<file path="src/rtl/uart_pkg.sv">
// Shared UART definitions: receiver state encoding and frame/baud constants
// used by both the transmitter and receiver sides.
package uart_pkg;

    typedef enum logic [2:0] {
        IDLE,
        START,
        DATA,
        PARITY,
        STOP
    } uart_rx_state_t;

    localparam int UART_DEFAULT_CLKS_PER_BIT = 104;
    localparam int UART_DATA_BITS            = 8;

endpackage

</file>
<file path="src/rtl/uart_rx_sync2.sv">
// Generic two-flop synchronizer; RST_VAL sets the value both flops reset to.
module sync2 #(
    parameter logic RST_VAL = 1'b1
) (
    input  logic clock,
    input  logic reset,
    input  logic d,
    output logic q
);

    logic meta_reg;
    logic sync_reg;

    always_ff @(posedge clock or posedge reset) begin
        if (reset) begin
            meta_reg <= RST_VAL;
            sync_reg <= RST_VAL;
        end else begin
            meta_reg <= d;
            sync_reg <= meta_reg;
        end
    end

    assign q = sync_reg;

endmodule

</file>
<file path="src/rtl/uart_rx.sv">
// UART receiver: 8N1 (or 8E1 with UART_RX_PARITY_EN defined) into a one-entry
// holding register with valid/rd handshake and sticky overrun.
module uart_rx
    import uart_pkg::*;
#(
    parameter int CLKS_PER_BIT = UART_DEFAULT_CLKS_PER_BIT
) (
    input  logic                      clock,
    input  logic                      reset,
    input  logic                      uartRxPin,
    input  logic                      rd,
    output logic [UART_DATA_BITS-1:0] data,
    output logic                      valid,
    output logic                      frameErr,
    output logic                      overrun
`ifdef UART_RX_PARITY_EN
    ,
    output logic                      parityErr
`endif
);

    localparam int CW = $clog2(CLKS_PER_BIT);
    localparam logic [CW-1:0] FULL_RELOAD = CW'(CLKS_PER_BIT - 1);
    // The edge is seen two clocks after the pin, so START loads half a bit minus one.
    localparam logic [CW-1:0] HALF_RELOAD = CW'(CLKS_PER_BIT / 2 - 1);
    localparam logic [2:0]    LAST_BIT    = 3'(UART_DATA_BITS - 1);

    logic rx_sync;

    sync2 #(.RST_VAL(1'b1)) u_sync (
        .clock (clock),
        .reset (reset),
        .d     (uartRxPin),
        .q     (rx_sync)
    );

    uart_rx_state_t            state_reg, state_next;
    logic [CW-1:0]             cnt_reg, cnt_next;
    logic [2:0]                bit_idx_reg, bit_idx_next;
    logic [UART_DATA_BITS-1:0] shift_reg, shift_next;
    logic                      stop_bit_reg, stop_bit_next;
    logic                      load_reg, load_next;
    logic                      prev_reg;
`ifdef UART_RX_PARITY_EN
    logic                      par_err_reg, par_err_next;
`endif

    logic [UART_DATA_BITS-1:0] data_reg;
    logic                      valid_reg;
    logic                      frame_err_reg;
    logic                      overrun_reg;
`ifdef UART_RX_PARITY_EN
    logic                      parity_err_reg;
`endif

    always_ff @(posedge clock or posedge reset) begin
        if (reset) begin
            state_reg    <= IDLE;
            cnt_reg      <= '0;
            bit_idx_reg  <= '0;
            shift_reg    <= '0;
            stop_bit_reg <= 1'b0;
            load_reg     <= 1'b0;
            prev_reg     <= 1'b1;
`ifdef UART_RX_PARITY_EN
            par_err_reg  <= 1'b0;
`endif
        end else begin
            state_reg    <= state_next;
            cnt_reg      <= cnt_next;
            bit_idx_reg  <= bit_idx_next;
            shift_reg    <= shift_next;
            stop_bit_reg <= stop_bit_next;
            load_reg     <= load_next;
            prev_reg     <= rx_sync;
`ifdef UART_RX_PARITY_EN
            par_err_reg  <= par_err_next;
`endif
        end
    end

    always_comb begin
        state_next    = state_reg;
        cnt_next      = cnt_reg;
        bit_idx_next  = bit_idx_reg;
        shift_next    = shift_reg;
        stop_bit_next = stop_bit_reg;
        load_next     = 1'b0;
`ifdef UART_RX_PARITY_EN
        par_err_next  = par_err_reg;
`endif
        case (state_reg)
            IDLE: begin
                if (prev_reg && !rx_sync) begin
                    state_next = START;
                    cnt_next   = HALF_RELOAD;
                end
            end
            START: begin
                if (cnt_reg != '0) begin
                    cnt_next = cnt_reg - 1'b1;
                end else if (rx_sync) begin
                    state_next = IDLE;
                end else begin
                    state_next   = DATA;
                    cnt_next     = FULL_RELOAD;
                    bit_idx_next = '0;
                end
            end
            DATA: begin
                if (cnt_reg != '0) begin
                    cnt_next = cnt_reg - 1'b1;
                end else begin
                    shift_next = {rx_sync, shift_reg[UART_DATA_BITS-1:1]};
                    cnt_next   = FULL_RELOAD;
                    if (bit_idx_reg == LAST_BIT) begin
`ifdef UART_RX_PARITY_EN
                        state_next = PARITY;
`else
                        state_next = STOP;
`endif
                    end else begin
                        bit_idx_next = bit_idx_reg + 3'd1;
                    end
                end
            end
`ifdef UART_RX_PARITY_EN
            PARITY: begin
                if (cnt_reg != '0) begin
                    cnt_next = cnt_reg - 1'b1;
                end else begin
                    par_err_next = (^shift_reg) ^ rx_sync;
                    cnt_next     = FULL_RELOAD;
                    state_next   = STOP;
                end
            end
`endif
            STOP: begin
                if (cnt_reg != '0) begin
                    cnt_next = cnt_reg - 1'b1;
                end else begin
                    // Hand the frame to the holding register next cycle; no stop-bit wait.
                    stop_bit_next = rx_sync;
                    load_next     = 1'b1;
                    state_next    = IDLE;
                end
            end
            default: state_next = IDLE;
        endcase
    end

    always_ff @(posedge clock or posedge reset) begin
        if (reset) begin
            data_reg       <= '0;
            valid_reg      <= 1'b0;
            frame_err_reg  <= 1'b0;
            overrun_reg    <= 1'b0;
`ifdef UART_RX_PARITY_EN
            parity_err_reg <= 1'b0;
`endif
        end else if (load_reg) begin
            if (!valid_reg || rd) begin
                data_reg       <= shift_reg;
                frame_err_reg  <= ~stop_bit_reg;
                valid_reg      <= 1'b1;
`ifdef UART_RX_PARITY_EN
                parity_err_reg <= par_err_reg;
`endif
            end else begin
                overrun_reg <= 1'b1;
            end
        end else if (rd && valid_reg) begin
            valid_reg   <= 1'b0;
            overrun_reg <= 1'b0;
        end
    end

    assign data      = data_reg;
    assign valid     = valid_reg;
    assign frameErr  = frame_err_reg;
    assign overrun   = overrun_reg;
`ifdef UART_RX_PARITY_EN
    assign parityErr = parity_err_reg;
`endif

endmodule

</file>
<file path="config.mk">
export PLATFORM = sky130hd
export DESIGN_NAME = uart_rx
export DESIGN_NICKNAME = d
export VERILOG_FILES = /design/src/rtl/uart_pkg.sv /design/src/rtl/uart_rx_sync2.sv /design/src/rtl/uart_rx.sv
export SDC_FILE = /design/constraint.sdc
export NUM_CORES = 1
export LEC_CHECK = 0
export ABC_AREA = 1
export CORE_MARGIN = 10
export CORE_UTILIZATION = 30
export DETAILED_ROUTE_END_ITERATION = 12
export PLACE_DENSITY = 0.52
export SYNTH_ARGS = -nofsm -noshare
export SYNTH_HDL_FRONTEND = slang
export SYNTH_SLANG_ARGS = --single-unit
</file>
<file path="constraint.sdc">
create_clock -name clock -period 2 [get_ports clock]
set_clock_uncertainty 0.15 [all_clocks]
set_input_delay 0.6 -clock clock [delete_from_list [all_inputs] [get_ports clock]]
set_output_delay 0.6 -clock clock [all_outputs]
set_load 0.02 [all_outputs]
</file>
Word level (Yosys, flattened, before mapping)
Index checks and enable logic that the tools add are counted.
W data, S select, Z words.
{"block": "totals", "rom_bits": 0, "wordCells": 75, "mem_bits_rw": 0, "memories": 0, "output_inout_bits": 11, "reg_bits": 37, "inputBits": 4, "latchBits": 0}
{"block": "op_classes", "div": 0, "n_eq_ne": 15, "n_mux": 25, "n_bitwise": 2, "n_mul": 0, "n_addsub": 2, "n_shift": 0, "order_cmp": 0, "n_reduce_logical": 18}
{"operator": "$mux W7", "n": 5}
{"operator": "$pmux W7 S4", "n": 1}
{"operator": "$mux W3", "n": 9}
{"operator": "$ne A2 B2 Y1 const B", "n": 9}
{"operator": "$pmux W3 S4", "n": 1}
{"operator": "$reduce_and A2 Y1", "n": 5}
{"operator": "$reduce_and A5 Y1", "n": 2}
{"operator": "$mux W1", "n": 7}
{"operator": "$reduce_bool A7 Y1", "n": 1}
{"operator": "$sub A7 B1 Y7 const B", "n": 1}
{"operator": "$eq A3 B3 Y1 const B", "n": 2}
{"operator": "$pmux W3 S2", "n": 1}
{"operator": "$reduce_and A4 Y1", "n": 1}
{"operator": "$reduce_bool A2 Y1", "n": 2}
{"operator": "$reduce_bool A4 Y1", "n": 1}
{"operator": "$add A3 B1 Y3 const B", "n": 1}
{"operator": "$eq A3 B1 Y1 const B", "n": 1}
{"operator": "$eq A3 B2 Y1 const B", "n": 1}
{"operator": "$logic_not A3 Y1", "n": 1}
{"operator": "$ne A3 B3 Y1 const B", "n": 1}
{"operator": "$logic_and A1 B1 Y1", "n": 2}
{"operator": "$logic_not A1 Y1", "n": 2}
{"operator": "$mux W2", "n": 1}
{"operator": "$ne A2 B1 Y1 const B", "n": 1}
{"operator": "other kinds (2)", "n": 3}

Longest topological paths before layout
{"block": "depth", "depth_word": 4, "depth_mapped": 9, "mapped_depth_nobuf": 9}

Cells and area by module
From an unflattened synthesis, not the netlist that was laid out.
{"block": "unflattened", "hier_cells": 200, "hier_area_um2": 1781.7}
{"mod": "uart_rx", "instances": 1, "seq_area_each_um2": 877.1, "cells_per_inst": 197, "area_per_inst_um2": 1725.4}
{"mod": "sync2", "instances": 1, "seq_area_each_um2": 52.6, "cells_per_inst": 3, "area_per_inst_um2": 56.3}

Worst setup path after synthesis
OpenSTA, ideal clock, no wires.
{"block": "synth_timing", "kind": "register to register", "from": "reg cnt_reg[0]", "to": "reg shift_reg[4]", "path_buffers": 1, "path_slack_ns": 0.382, "synth_period_minus_slack_ns": 1.618, "required_ns": 1.724, "setup_ns": 0.126, "path_stages_with_launch": 9, "t_arrival_ns": 1.342, "cell_sequence": "dfrtp_1 inv_1 ha_1 inv_2 nor2_4 nand3_4 nor2_8 buf_8 o21ai_0"}
{"block": "synth_via", "elab_chain_len": 3}
{"element": "from (decl)", "line_no": "uart_rx.sv:38", "source": "logic [CW-1:0] cnt_reg, cnt_next;"}
{"element": "from (signal assigned)", "line_no": "uart_rx.sv:70", "source": "cnt_reg <= cnt_next;"}
{"element": "$reduce_bool A7 Y1", "line_no": "uart_rx.sv:111", "source": "if (cnt_reg != '0) begin"}
{"element": "$not A1 Y1 (no source line)"}
{"element": "$reduce_and A2 Y1 (no source line)"}
{"element": "to (signal assigned)", "line_no": "uart_rx.sv:72", "source": "shift_reg <= shift_next;"}
{"element": "to (decl)", "line_no": "uart_rx.sv:40", "source": "logic [UART_DATA_BITS-1:0] shift_reg, shift_next;"}
No other way between the ends.
A chain may end at the register's enable or synchronous reset.

Final worst setup path
{"block": "layout_timing", "from": "reg cnt_reg[0]", "to": "reg shift_reg[6]"}
The elaborated chain is that of the path after synthesis.

==> run metrics <==
status=complete, no violations; Final Power=2.58 mW; Final nets=about 230; post-DP HPWL=2.38 mm; Total GRT Usage=0.0736; GPL Wtd Cong=0.758; Die Ht=97.6 um; critical path type=flip-flop to flip-flop; Hold Crit Class=flip-flop to flip-flop; syn nets=211; CTS Hold Buffers Added=0; sequential area share after synthesis=0.514; Site Rows=28; diode count=0; Slew Limit Headroom=0.797; antenna viol nets, final=0; CTS sink count=37; antenna violations before repair=0; vias in the first global route=between 1k and 1.5k; layout cell share with drive strength beyond 1=0.197; Mapped Area=about 1800 sq um; crit path max fanout=16; DRT iter0 DRCs=49; routed vias/inst=4.37; total CTS buffers=5; final period utilization=0.895; Setup TNS=0 ns; crit path DAT=1.81 ns; total power density per cell area=1190 nW/um^2; most frequent cells in the layout=61 x nand2_1, 34 x dfrtp_1, 22 x inv_1, 14 x o21ai_0, 13 x nand3_1; Unique masters post-synth=28; global-route wire length before repair=5.82 mm; Worst-Margin Slew=about 0.3 ns; Synth Register Bits=37; H-tree Lvls=2; die area=9530 sq um; Ports=15; CTS tree=done; CP required=approximately 2 ns; Avg Synthesized Cell Area=8.86 sq um; Crit. End Element=flip-flop; slowest stage delay, CP=slightly above 0.4 ns; crit path time final=1.79 ns; Layout area overhead=20.0%; worst vdd ir=0.391 mV; grt ovf=0; clk_lat worst skew=between 0.2 and 0.3 ns; drc violations=0; RSZ-0062 raised after global routing=false; 1st-pass router iterations=4; Leak=1.12 nW; PortBufs=14; Core Region=5890 sq um; FMAX=559 MHz; vias=around 1.3k; Die Wd=97.6 um; Final Max Slew Viols=0; root buffer cell=clkbuf_8; most common cell after layout, fill and taps aside=nand2_1; # Max-Cap Violations=0; routed length per instance=11.2 um; Cell Count, Final, Fillers Out=303; crit-path cells=inv_1, ha_1, inv_2, nor2_4, nand3_4, nor2_8, buf_12, o21ai_0; initial core utilization=0.307; final hold viol count=0; Post-Place Cells=a little under 300; CTS max path bufs=2; critical path startpoint category=flip-flop; Setup WS pre-CTS=0.0892 ns; drt total wl=around 3.4 mm; Syn Inst Count=between 200 and 250; final setup vio count=0; warnings from Yosys=0; clk slew on worst S/H paths=approximately 0.08 ns; final worst slack=0.210 ns; slowest stage cell, crit path=dfrtp_1; largest net degree at the start of global routing=38
-- per-stage QoR --
stage          instance area (sq um)  utilization  hold WS (ns)
6_report                        2170        0.369         0.208
3_5_place_dp                    2050        0.348         0.197
4_1_cts                         2140        0.364         0.208
2_1_floorplan                   1810            -         0.195
3_3_place_gp                    2050        0.348         0.196
5_1_grt                         2170        0.369         0.214
-- path summary, 6_finish.rpt --
kind / start / end / slack (ns) / cells after the start
setup / recovery: cnt_reg[0] / shift_reg[6] / 0.21 / 8
hold / removal: u_sync.meta_reg / u_sync.q / 0.21 / 0
setup reg to reg: cnt_reg[0] / shift_reg[6] / 0.21 / 8
hold reg to reg: u_sync.meta_reg / u_sync.q / 0.21 / 0
max in group asynchronous: reset / prev_reg / 0.94 / 3
min in group asynchronous: reset / valid / 0.51 / 3
-- what timing repair did --
| item | in CTS | in global routing |
|---|---|---|
| buffers inserted | 0 | 2 |
| setup endpoints to repair | 11 | 1 |
| pin swaps | 0 | 1 |
| gates resized for setup | 11 | 0 |
-- report_power, final --
part           total, mW  switching [mW]  internal [mW]
registers           1.02           0.136          0.882
clock network      0.590           0.272          0.318
logic              0.974           0.637          0.336
total               2.58            1.05           1.54
-- kinds of logic after synthesis --
logic type,count (synthesis),synth area share
buf+inv,29,0.0664
flops,37,0.514
xor+xnor,1,0.00485
mux,1,0.00623
fa+ha+maj,3,0.0208
simple gates,105,0.296
compound gates,28,0.0920
-- routing by layer --
layer  part of all wire  GRT usage
met4              0.016     0.0436
met2               0.44      0.106
met3              0.043     0.0292
met1               0.50     0.0897
met5                  0          0
-- layout make-up --
class	instances	area (sq um)
clock buffers	7	96.3
flip-flops and latches	37	930
well taps	75	93.8
fillers	618	3720
repair buffers	18	181
inverters	27	101
clock inverters	1	8.76
multi-input cells	138	758
-- synthesized netlist by cell type --
library cell   n  share of area
nand4_1        3          0.010
o21ai_0       14          0.039
buf_8          1         0.0083
mux2_2         1         0.0062
nand2_4        1         0.0062
nand3_2        2          0.011
nor2_1         9          0.019
o21ai_1        4          0.011
a21oi_1        3         0.0083
nor2_4         4          0.025
nand3_1       13          0.036
inv_2          4         0.0083
inv_1         22          0.046
nand2_1       61           0.13
nor2_8         1          0.011
o2bb2ai_1      1         0.0048
ha_1           3          0.021
nand2_2        6          0.021
dfstp_2        3          0.044
clkinv_1       1         0.0021
dfrtp_1       34           0.47
o21ai_2        5          0.024
a21oi_2        1         0.0048
nor2_2         2         0.0069
xor2_1         1         0.0048
clkbuf_1       1         0.0021
or2_2          1         0.0035
nand3_4        2          0.019
-- worst max-delay path: cells and delay by family (launching register included) --
| kind | cells | cell delay [ns] |
|---|---|---|
| simple gates | 3 | 0.43 |
| fa+ha+maj | 1 | 0.25 |
| compound gates | 1 | 0.09 |
| flops | 1 | 0.41 |
| buf+inv | 3 | 0.34 |
No activity file was read; power rests on OpenSTA's default activity.
